--- src/rtl/eth_hdr_classifier.sv ---
// Ethernet header classifier: decodes DMAC, source port and ethertype of each first beat, queues results in a fall-through FIFO.
// Optional macro ETH_CLASSIFIER_VLAN_EN enables 802.1Q tag decoding (VLAN id plus inner ethertype).
module eth_hdr_classifier #(
  parameter int C_S_AXIS_TDATA_WIDTH = 256,
  parameter int C_S_AXIS_TUSER_WIDTH = 128,
  parameter int NUM_PORTS            = 4,
  parameter int DEPTH_BITS           = 2
) (
  input  logic                            clk,
  input  logic                            reset,
  input  logic [C_S_AXIS_TDATA_WIDTH-1:0] i_tdata,
  input  logic [C_S_AXIS_TUSER_WIDTH-1:0] i_tuser,
  input  logic                            i_word1,
  input  logic [48*NUM_PORTS-1:0]         i_macs,
  output logic                            o_res_valid,
  input  logic                            i_res_ready,
  output logic                            o_is_for_us,
  output logic                            o_is_bmcast,
  output logic                            o_is_bcast,
  output logic                            o_is_ipv4,
  output logic                            o_is_arp,
  output logic                            o_is_ipv6,
  output logic                            o_from_cpu,
  output logic                            o_bad_port,
  output logic [1:0]                      o_port_idx,
  output logic                            o_vlan_valid,
  output logic [11:0]                     o_vlan_id,
  output logic                            o_overflow,
  output logic [31:0]                     o_pkt_cnt,
  output logic [31:0]                     o_drop_cnt
);

`ifdef ETH_CLASSIFIER_VLAN_EN
  localparam int RES_W = 23;
`else
  localparam int RES_W = 10;
`endif
  localparam int DEPTH = 1 << DEPTH_BITS;
  localparam logic [DEPTH_BITS:0] FULL_CNT = {1'b1, {DEPTH_BITS{1'b0}}};

  logic [47:0] dmac;
  logic [15:0] etype;
  logic [7:0]  sport;
  logic [15:0] type_eff;
  logic [3:0]  ones;
  logic [2:0]  bit_idx;
  logic [1:0]  port_k;
  logic        bad, odd, mac_match, bmcast, bcast;
  logic        vlan_valid;
  logic [11:0] vlan_id;
  logic [RES_W-1:0] cls, s1_res, head;
  logic        s1_valid;
  logic        unused_bits;

  assign dmac  = i_tdata[255:208];
  assign etype = i_tdata[159:144];
  assign sport = i_tuser[23:16];
  assign unused_bits = ^{i_tdata, i_tuser};

  // Source port decode: even bit 2k is MAC port k, odd bit 2k+1 is CPU port k.
  always_comb begin
    ones    = 4'd0;
    bit_idx = 3'd0;
    for (int b = 0; b < 8; b++) begin
      if (sport[b]) begin
        ones    = ones + 4'd1;
        bit_idx = 3'(b);
      end
    end
    port_k = bit_idx[2:1];
    odd    = bit_idx[0];
    bad    = (ones != 4'd1) || ({30'd0, port_k} >= NUM_PORTS);
    mac_match = 1'b0;
    for (int p = 0; p < NUM_PORTS; p++) begin
      if (port_k == 2'(p) && dmac == i_macs[48*p +: 48])
        mac_match = 1'b1;
    end
  end

  assign bmcast = dmac[40];
  assign bcast  = (dmac == 48'hFFFF_FFFF_FFFF);

`ifdef ETH_CLASSIFIER_VLAN_EN
  assign vlan_valid = (etype == 16'h8100);
  assign vlan_id    = vlan_valid ? i_tdata[139:128] : 12'd0;
  assign type_eff   = vlan_valid ? i_tdata[127:112] : etype;
`else
  assign vlan_valid = 1'b0;
  assign vlan_id    = 12'd0;
  assign type_eff   = etype;
`endif

  always_comb begin
    cls = '0;
    cls[9] = ~bad & ~odd & (bmcast | mac_match);
    cls[8] = bmcast;
    cls[7] = bcast;
    cls[6] = (type_eff == 16'h0800);
    cls[5] = (type_eff == 16'h0806);
    cls[4] = (type_eff == 16'h86DD);
    cls[3] = ~bad & odd;
    cls[2] = bad;
    cls[1:0] = bad ? 2'd0 : port_k;
`ifdef ETH_CLASSIFIER_VLAN_EN
    cls[22:10] = {vlan_valid, vlan_id};
`endif
  end

  // Stage S1: classification registered the cycle after the first beat.
  always_ff @(posedge clk) begin
    if (reset) begin
      s1_valid <= 1'b0;
      s1_res   <= '0;
    end else begin
      s1_valid <= i_word1;
      if (i_word1)
        s1_res <= cls;
    end
  end

  logic [RES_W-1:0]      mem [DEPTH];
  logic [DEPTH_BITS-1:0] wr_ptr, rd_ptr;
  logic [DEPTH_BITS:0]   count;
  logic                  full, pop, push_ok;

  assign full        = (count == FULL_CNT);
  assign o_res_valid = (count != '0);
  assign pop         = o_res_valid & i_res_ready;
  assign push_ok     = s1_valid & (~full | pop);

  // Result FIFO plus drop/packet statistics; a refused push is discarded.
  always_ff @(posedge clk) begin
    if (reset) begin
      wr_ptr     <= '0;
      rd_ptr     <= '0;
      count      <= '0;
      o_overflow <= 1'b0;
      o_pkt_cnt  <= '0;
      o_drop_cnt <= '0;
    end else begin
      o_overflow <= s1_valid & ~push_ok;
      if (s1_valid && o_pkt_cnt != 32'hFFFF_FFFF)
        o_pkt_cnt <= o_pkt_cnt + 32'd1;
      if (s1_valid && !push_ok && o_drop_cnt != 32'hFFFF_FFFF)
        o_drop_cnt <= o_drop_cnt + 32'd1;
      if (push_ok) begin
        mem[wr_ptr] <= s1_res;
        wr_ptr      <= wr_ptr + 1'b1;
      end
      if (pop)
        rd_ptr <= rd_ptr + 1'b1;
      case ({push_ok, pop})
        2'b10:   count <= count + 1'b1;
        2'b01:   count <= count - 1'b1;
        default: count <= count;
      endcase
    end
  end

  assign head = o_res_valid ? mem[rd_ptr] : '0;

  assign o_is_for_us = head[9];
  assign o_is_bmcast = head[8];
  assign o_is_bcast  = head[7];
  assign o_is_ipv4   = head[6];
  assign o_is_arp    = head[5];
  assign o_is_ipv6   = head[4];
  assign o_from_cpu  = head[3];
  assign o_bad_port  = head[2];
  assign o_port_idx  = head[1:0];
`ifdef ETH_CLASSIFIER_VLAN_EN
  assign o_vlan_valid = head[22];
  assign o_vlan_id    = head[21:10];
`else
  assign o_vlan_valid = 1'b0;
  assign o_vlan_id    = 12'd0;
`endif

endmodule

--- config.mk ---
export PLATFORM = sky130hd
export DESIGN_NAME = eth_hdr_classifier
export DESIGN_NICKNAME = d
export VERILOG_FILES = /design/src/rtl/eth_hdr_classifier.sv
export SDC_FILE = /design/constraint.sdc
export NUM_CORES = 1
export LEC_CHECK = 0
export BUFFER_PORTS_ARGS = -buffer_cell sky130_fd_sc_hd__buf_2
export CAP_MARGIN = 30
export CORE_AREA = 4 4 260 262
export CTS_CLUSTER_SIZE = 8
export DETAILED_ROUTE_END_ITERATION = 10
export DIE_AREA = 0 0 264 266
export GPL_ROUTABILITY_DRIVEN = 0
export GPL_TIMING_DRIVEN = 0
export HOLD_SLACK_MARGIN = 0.08
export SYNTH_ARGS = -nofsm -noshare
export SYNTH_HDL_FRONTEND = slang
export SYNTH_SLANG_ARGS = --single-unit
--- constraint.sdc ---
create_clock -name clk -period 5.4 [get_ports clk]
set_clock_uncertainty 0.1 [all_clocks]
set_input_delay 1.08 -clock clk [delete_from_list [all_inputs] [get_ports clk]]
set_output_delay 1.08 -clock clk [all_outputs]
set_load 0.02 [all_outputs]
# == Yosys cells after proc, flatten, opt, wreduce, memory -nomap -nowiden ==
# Memory sizes are Yosys's and may differ from the RTL's. A register that Yosys moved wholly into a read port is not among the register bits.
# Cells that the tools add are included.
# totals
reg_bits,83
inputBits,580
mem_bits_rw,40
elab_cells,89
mem_count,1
output_inout_bits,89
# op_classes
n_bitwise,12
eq_ne,17
n_reduce_logical,11
muxes,27
n_addsub,13
# memory_table
name,words,width,read_ports,rd_clocked_by_memory_dff,write_ports,line_no,text
mem,4,10,1,1,1,121,logic [RES_W-1:0] mem [DEPTH];
# op_table
cell,count
48-bit == test,4
32-bit by 1-bit adder with 32-bit output (second input constant),2
32-bit inequality test (second input constant),2
48-bit == test (second input constant),1
16-bit by 12-bit == test with 1-bit output (second input constant),2
4-bit by 1-bit adder with 4-bit output (second input constant),7
4-bit 2-to-1 mux,7
3-bit 2-to-1 mux,6
16-bit == test (second input constant),1
10-bit 2-to-1 mux,1
1-bit 2-to-1 mux,9
1-bit logical AND,7
1-bit AND,6
2-bit == test (second input constant),3
2-bit 2-to-1 mux,3
3-bit case mux with 2 select lines,1
2-bit by 1-bit adder with 2-bit output (second input constant),2
2-bit by 1-bit == test with 1-bit output (second input constant),2
4-bit by 1-bit inequality test with 1-bit output (second input constant),1
1-bit NOT,4
3-bit by 1-bit adder with 3-bit output (second input constant),1
3-bit == test (second input constant),1
3-bit nonzero test,1
3-bit by 1-bit subtractor with 3-bit output (second input constant),1
4 further kinds,5

# == Logic depth before layout (Yosys ltp) ==
# logic_depth
ltp_word,19
depth_mapped,22
ltp_nobuf,22

# == Worst setup path after synthesis ==
# No wires, ideal clock.
# synth_timing
path_type,input to register
from,in i_tuser[16]
to,reg s1_res[0]
cell_stages,21
path_slack_ns,0.340
arrival_time_ns,4.857
required_ns,5.197
n_path_buf,0
setup_ns,0.103
path_cell_list,inv_1 > ha_1 > xnor2_2 > inv_2 > ha_1 > nand2_1 > o31ai_1 > ha_1 > inv_1 > a21boi_0 > ha_1 > a22oi_1 > inv_1 > ha_1 > nand2b_1 > a21boi_0 > ha_1 > nand3b_1 > a22oi_1 > a31oi_2 > a2111oi_2
# synth_via
elab_chain_cells,17
# synth_lines
item,line_no,text
"start, declared",12,"input logic [C_S_AXIS_TUSER_WIDTH-1:0] i_tuser,"
1-bit 2-to-1 mux *,65,if (sport[b]) begin
4-bit by 1-bit adder with 4-bit output,66,ones = ones + 4'd1;
4-bit 2-to-1 mux *,65,
4-bit by 1-bit adder with 4-bit output,66,
4-bit 2-to-1 mux *,65,
4-bit by 1-bit adder with 4-bit output,66,
4-bit 2-to-1 mux *,65,
4-bit by 1-bit adder with 4-bit output,66,
4-bit 2-to-1 mux *,65,
4-bit by 1-bit adder with 4-bit output,66,
4-bit 2-to-1 mux *,65,
4-bit by 1-bit adder with 4-bit output,66,
4-bit 2-to-1 mux *,65,
4-bit by 1-bit adder with 4-bit output,66,
4-bit 2-to-1 mux *,65,
4-bit by 1-bit inequality test with 1-bit output *,72,"bad = (ones != 4'd1) || ({30'd0, port_k} >= NUM_PORTS);"
2-bit 2-to-1 mux *,103,cls[1:0] = bad ? 2'd0 : port_k;
"end signal, assigned",117,s1_res <= cls;
"end, declared",51,"logic [RES_W-1:0] cls, s1_res, head;"
# Mark *: on every way between the ends. The rest lies on a longest branch, timed or not.
# A chain may end at the register's enable or synchronous reset.

# == Worst setup path after layout ==
# layout_timing
from,in i_tuser[17]
to,reg s1_res[2]
# layout_via
elab_chain_cells,14
# layout_lines
item,line_no
4-bit 2-to-1 mux *,65
4-bit by 1-bit adder with 4-bit output,66
4-bit 2-to-1 mux *,65
4-bit by 1-bit adder with 4-bit output,66
4-bit 2-to-1 mux *,65
4-bit by 1-bit adder with 4-bit output,66
4-bit 2-to-1 mux *,65
4-bit by 1-bit adder with 4-bit output,66
4-bit 2-to-1 mux *,65
4-bit by 1-bit adder with 4-bit output,66
4-bit 2-to-1 mux *,65
4-bit by 1-bit adder with 4-bit output,66
4-bit 2-to-1 mux *,65
4-bit by 1-bit inequality test with 1-bit output *,72
# Marked as above.

==> results.cfg <==
[die]
fp.dieH_um = 266
design.die.area_um2 = 70200
floorplan.rows = 94
io-pin-count = 669
coreArea_um2 = 65400
start_util_pct = 12.9
die_width_um = 264

[clock_network]
cts_tree = done
tritoncts_buffer_count = 17
cts_sinks = 125
h-tree-depth = 4
cts-root-to-sink-buffers = 2
clk_latency_ns = 0.42
path_clk_slew_ns = 0.06
cts_root_buffer = sky130_fd_sc_hd__clkbuf_16
cts_post_setup_buffers_inserted = 0

[final_layout]
fill_cells = 7385
layout-drive-gt1-share_pct = 29.8
final_cells = 2132
layout.cell_area.non_filler_um2 = 11600
finalNetCount = 1847
area_growth_syn_to_layout_pct = 38.2

[detailed_routing]
route.vias.total = 7945
drc = 0
detail-route-antenna-nets = 0
wl_mm = 37.6
first_iter_violations = 559
firstDrtPassIters = 5
post_drt_wl_per_cell_um = 17.6
routed_via_density = 3.73

[grt]
grt_pass1_wl_mm = 52.8
global_route.overflow_total = 0
globalRouteTotalUtil_pct = 10.2
grt_use_met2_pct = 17.2
initial_antenna_violation_count = 6
grt_start_max_net_pins = 17
top_usage_layer = met2
groute.layer.met3.usage_pct = 2.17
use_met1_pct = 13.6
grt_pass1_vias = 7934

[critical_path]
path_buf_inv = 5
worst_setup_path_start_kind = input port
type_of_the_worst_setup_path = input port to flip-flop
worstPathArrival_ns = 5.26
crit_path_max_fanout = 4
critical_path.endpoint_type = flip-flop
timing.critical_path.slowest_stage_cell = sky130_fd_sc_hd__ha_1
worst_ep_required_time_ns = 5.61
cells_along_the_critical_path = buf_2 -> inv_1 -> ha_1 -> xnor2_2 -> inv_2 -> ha_1 -> nand2_1 -> o31ai_1 -> ha_1 -> inv_1 -> a21boi_1 -> ha_1 -> a22oi_2 -> inv_1 -> ha_1 -> nand2b_1 -> a21boi_0 -> ha_1 -> nand3b_1 -> a22oi_1 -> nand3_1 -> o21a_1
critical-path-top-cell-by-count = sky130_fd_sc_hd__ha_1
cpPeakStageDelay_ns = 0.32
critPathTopFamily = adder cells

[synthesis]
syn_inst = 929
asyncSetResetFlopFracSynth_pct = 0
synth_warnings = 0
yosysSeqAreaShare_pct = 34.4
syn_area_um2 = 8430
synth.top_cell.area_share_pct = 20.2
synth_largest_area_cell = sky130_fd_sc_hd__dfxtp_1
yosys-top-cells-area = sky130_fd_sc_hd__dfxtp_1 (20%), sky130_fd_sc_hd__xor2_1 (19%), sky130_fd_sc_hd__edfxtp_1 (14%)
ys_seq_elements = 125
dominantRegCellSynth = sky130_fd_sc_hd__dfxtp_1
synth-edff-count = 40
avgSynthCellArea_um2 = 9.08
yosys.cell_types.count = 67

[power]
switchingPower_mw = 0.807
total_power_mw = 2.75
proportion_of_power_drawn_by_combinational_gates_pct = 20.6
pwr-share-seq_pct = 36.3
power_density_nw_per_um2 = 236
p_leak_nw = 4.56
vdd.ir_drop.worst_mv = 0.171
switching_share_pct = 29.4
cellInternalPower_mw = 1.94
share_clk_of_total_power_pct = 43.1

[timing]
fin_crit_ns = 5.04
fin_setup_tns_ns = 0
period_share_pct = 93.4
worst-slew-pin-transition_ns = 0.867
finalSetupViolations = 0
relSlewSlack_pct = 42.2
grt_setup_unrepaired = no
timing.final.hold_violations = 0
maxClockFrequency_mhz = 198
timing.final.max_slew_violations = 0

[status]
status = finished clean

[placement]
dp_cells = 2098
place_area_um2 = 11000
io_buffers = 290
place.detailed.hpwl_mm = 32.1

[hold_path]
hp-class = flip-flop to flip-flop

[flow_run]
drv.max_cap_violation_count = 0
## state kept, by name, summed over array words and instances (netlist names), named ones only
register / flops
rd_ptr: 2
count: 3
mem: 40
o_overflow: 1
s1_res: 10
o_drop_cnt: 32
s1_valid: 1
o_pkt_cnt: 32
wr_ptr: 2
## metal layers
metal / vias to the layer above / wire [µm]
met1: 3778 / 16900
met2: 273 / 17800
li1: 3846 / -
met3: 40 / 2100
met4: 8 / 687
met5: - / 52
## cell usage in the layout (no fill, tap or decap), types with 3 or more instances in the layout
| cell | instances |
|---|---|
| sky130_fd_sc_hd__o21ai_0 | 9 |
| sky130_fd_sc_hd__and2_1 | 20 |
| sky130_fd_sc_hd__nor3_1 | 11 |
| sky130_fd_sc_hd__inv_1 | 14 |
| sky130_fd_sc_hd__or3_1 | 8 |
| sky130_fd_sc_hd__xor2_1 | 181 |
| sky130_fd_sc_hd__and4_1 | 9 |
| sky130_fd_sc_hd__and3_1 | 14 |
| sky130_fd_sc_hd__nand2_1 | 38 |
| sky130_fd_sc_hd__xnor2_1 | 78 |
| sky130_fd_sc_hd__nor3b_1 | 5 |
| sky130_fd_sc_hd__conb_1 | 13 |
| sky130_fd_sc_hd__buf_2 | 298 |
| sky130_fd_sc_hd__buf_1 | 3 |
| sky130_fd_sc_hd__nor2_1 | 98 |
| sky130_fd_sc_hd__nand4_1 | 54 |
| sky130_fd_sc_hd__mux4_2 | 10 |
| sky130_fd_sc_hd__clkbuf_1 | 62 |
| sky130_fd_sc_hd__nand2b_1 | 4 |
| sky130_fd_sc_hd__clkinv_4 | 3 |
| sky130_fd_sc_hd__nand4b_1 | 3 |
| sky130_fd_sc_hd__nand3_1 | 31 |
| sky130_fd_sc_hd__or4_1 | 6 |
| sky130_fd_sc_hd__buf_4 | 15 |
| sky130_fd_sc_hd__or2_2 | 3 |
| sky130_fd_sc_hd__nand3b_1 | 3 |
| sky130_fd_sc_hd__dfxtp_1 | 85 |
| sky130_fd_sc_hd__nor4_1 | 43 |
| sky130_fd_sc_hd__a21oi_1 | 16 |
| sky130_fd_sc_hd__ha_1 | 13 |
| sky130_fd_sc_hd__clkbuf_16 | 18 |
| sky130_fd_sc_hd__inv_6 | 4 |
| sky130_fd_sc_hd__edfxtp_1 | 40 |
## per-stage QoR
step	worst slack [ns]	util [%]	hold slack (ns)
after global placement	-0.269	16.8	0.388
final	0.359	17.8	0.406
after CTS	0.163	17.8	0.403
after floorplan	0.340	-	0.353
after global routing	0.00998	17.8	0.418
after detailed placement	-0.264	16.9	0.393
## cell type report
class | instances | area, µm² | area share (%)
multi-input cells | 715 | 5140 | 44.2
clock inverters | 13 | 153 | 1.31
inverters | 16 | 60.1 | 0.516
diodes | 2 | 5.00 | 0.0430
repair buffers | 293 | 1470 | 12.6
flip-flops and latches | 125 | 2900 | 24.9
well taps | 864 | 1080 | 9.28
clock buffers | 19 | 454 | 3.90
plain buffers | 85 | 380 | 3.26
## timing repair
action	4_1_cts	5_1_grt
gates resized for setup	0	2
endpoints found under the setup margin	0	5
hold buffers	0	0
## cells in the mapped netlist, types with 16 or more instances
cell and instances:
sky130_fd_sc_hd__nand2_1 38, sky130_fd_sc_hd__nor4_1 44, sky130_fd_sc_hd__clkbuf_1 61, sky130_fd_sc_hd__xnor2_1 78, sky130_fd_sc_hd__nor2_1 98, sky130_fd_sc_hd__a21oi_1 16, sky130_fd_sc_hd__xor2_1 181, sky130_fd_sc_hd__edfxtp_1 40
sky130_fd_sc_hd__and2_1 20, sky130_fd_sc_hd__nand4_1 54, sky130_fd_sc_hd__dfxtp_1 85, sky130_fd_sc_hd__nand3_1 31
## path summary, 6_finish.rpt
path	end	slack, ns	from	cells past startpoint
setup / recovery	s1_res[2]	0.36	i_tuser[17]	22
setup reg to reg	o_drop_cnt[9]	2.67	o_drop_cnt[6]	8
hold reg to reg	o_drop_cnt[1]	0.41	o_drop_cnt[1]	2
hold / removal	o_drop_cnt[1]	0.41	o_drop_cnt[1]	2
## worst reg2reg max path: stages (launching register included)
cell                      delay (ns)
sky130_fd_sc_hd__dfxtp_1        0.44
sky130_fd_sc_hd__nand4_1        0.22
sky130_fd_sc_hd__nor4_2         0.80
sky130_fd_sc_hd__and3_1         0.33
sky130_fd_sc_hd__a21o_1         0.14
sky130_fd_sc_hd__buf_2          0.25
sky130_fd_sc_hd__nor3_1         0.11
sky130_fd_sc_hd__xnor2_1        0.15
sky130_fd_sc_hd__nor2_1         0.05
## cell families (layout without fill, tap and decap cells)
logic type,Yosys count,count (layout),synth area share [%]
compound gates,55,55,4.60
xor+xnor,263,263,27.9
fa+ha+maj,14,14,2.17
buf+inv,101,426,5.22
flops,125,125,34.4
mux,12,12,2.91
other cells,1,15,0.0445
simple gates,358,358,22.8
## power groups by stage
stage,sequential (mW),clock (mW),combinational (mW)
after CTS,0.997,1.22,0.573
after global routing,0.999,1.25,0.624
after floorplan,1.01,0,0.341
final,0.997,1.18,0.568
after global placement,1.02,0,0.565
after detailed placement,1.02,0,0.570
Note: power is estimated with default switching activity, not from simulation.
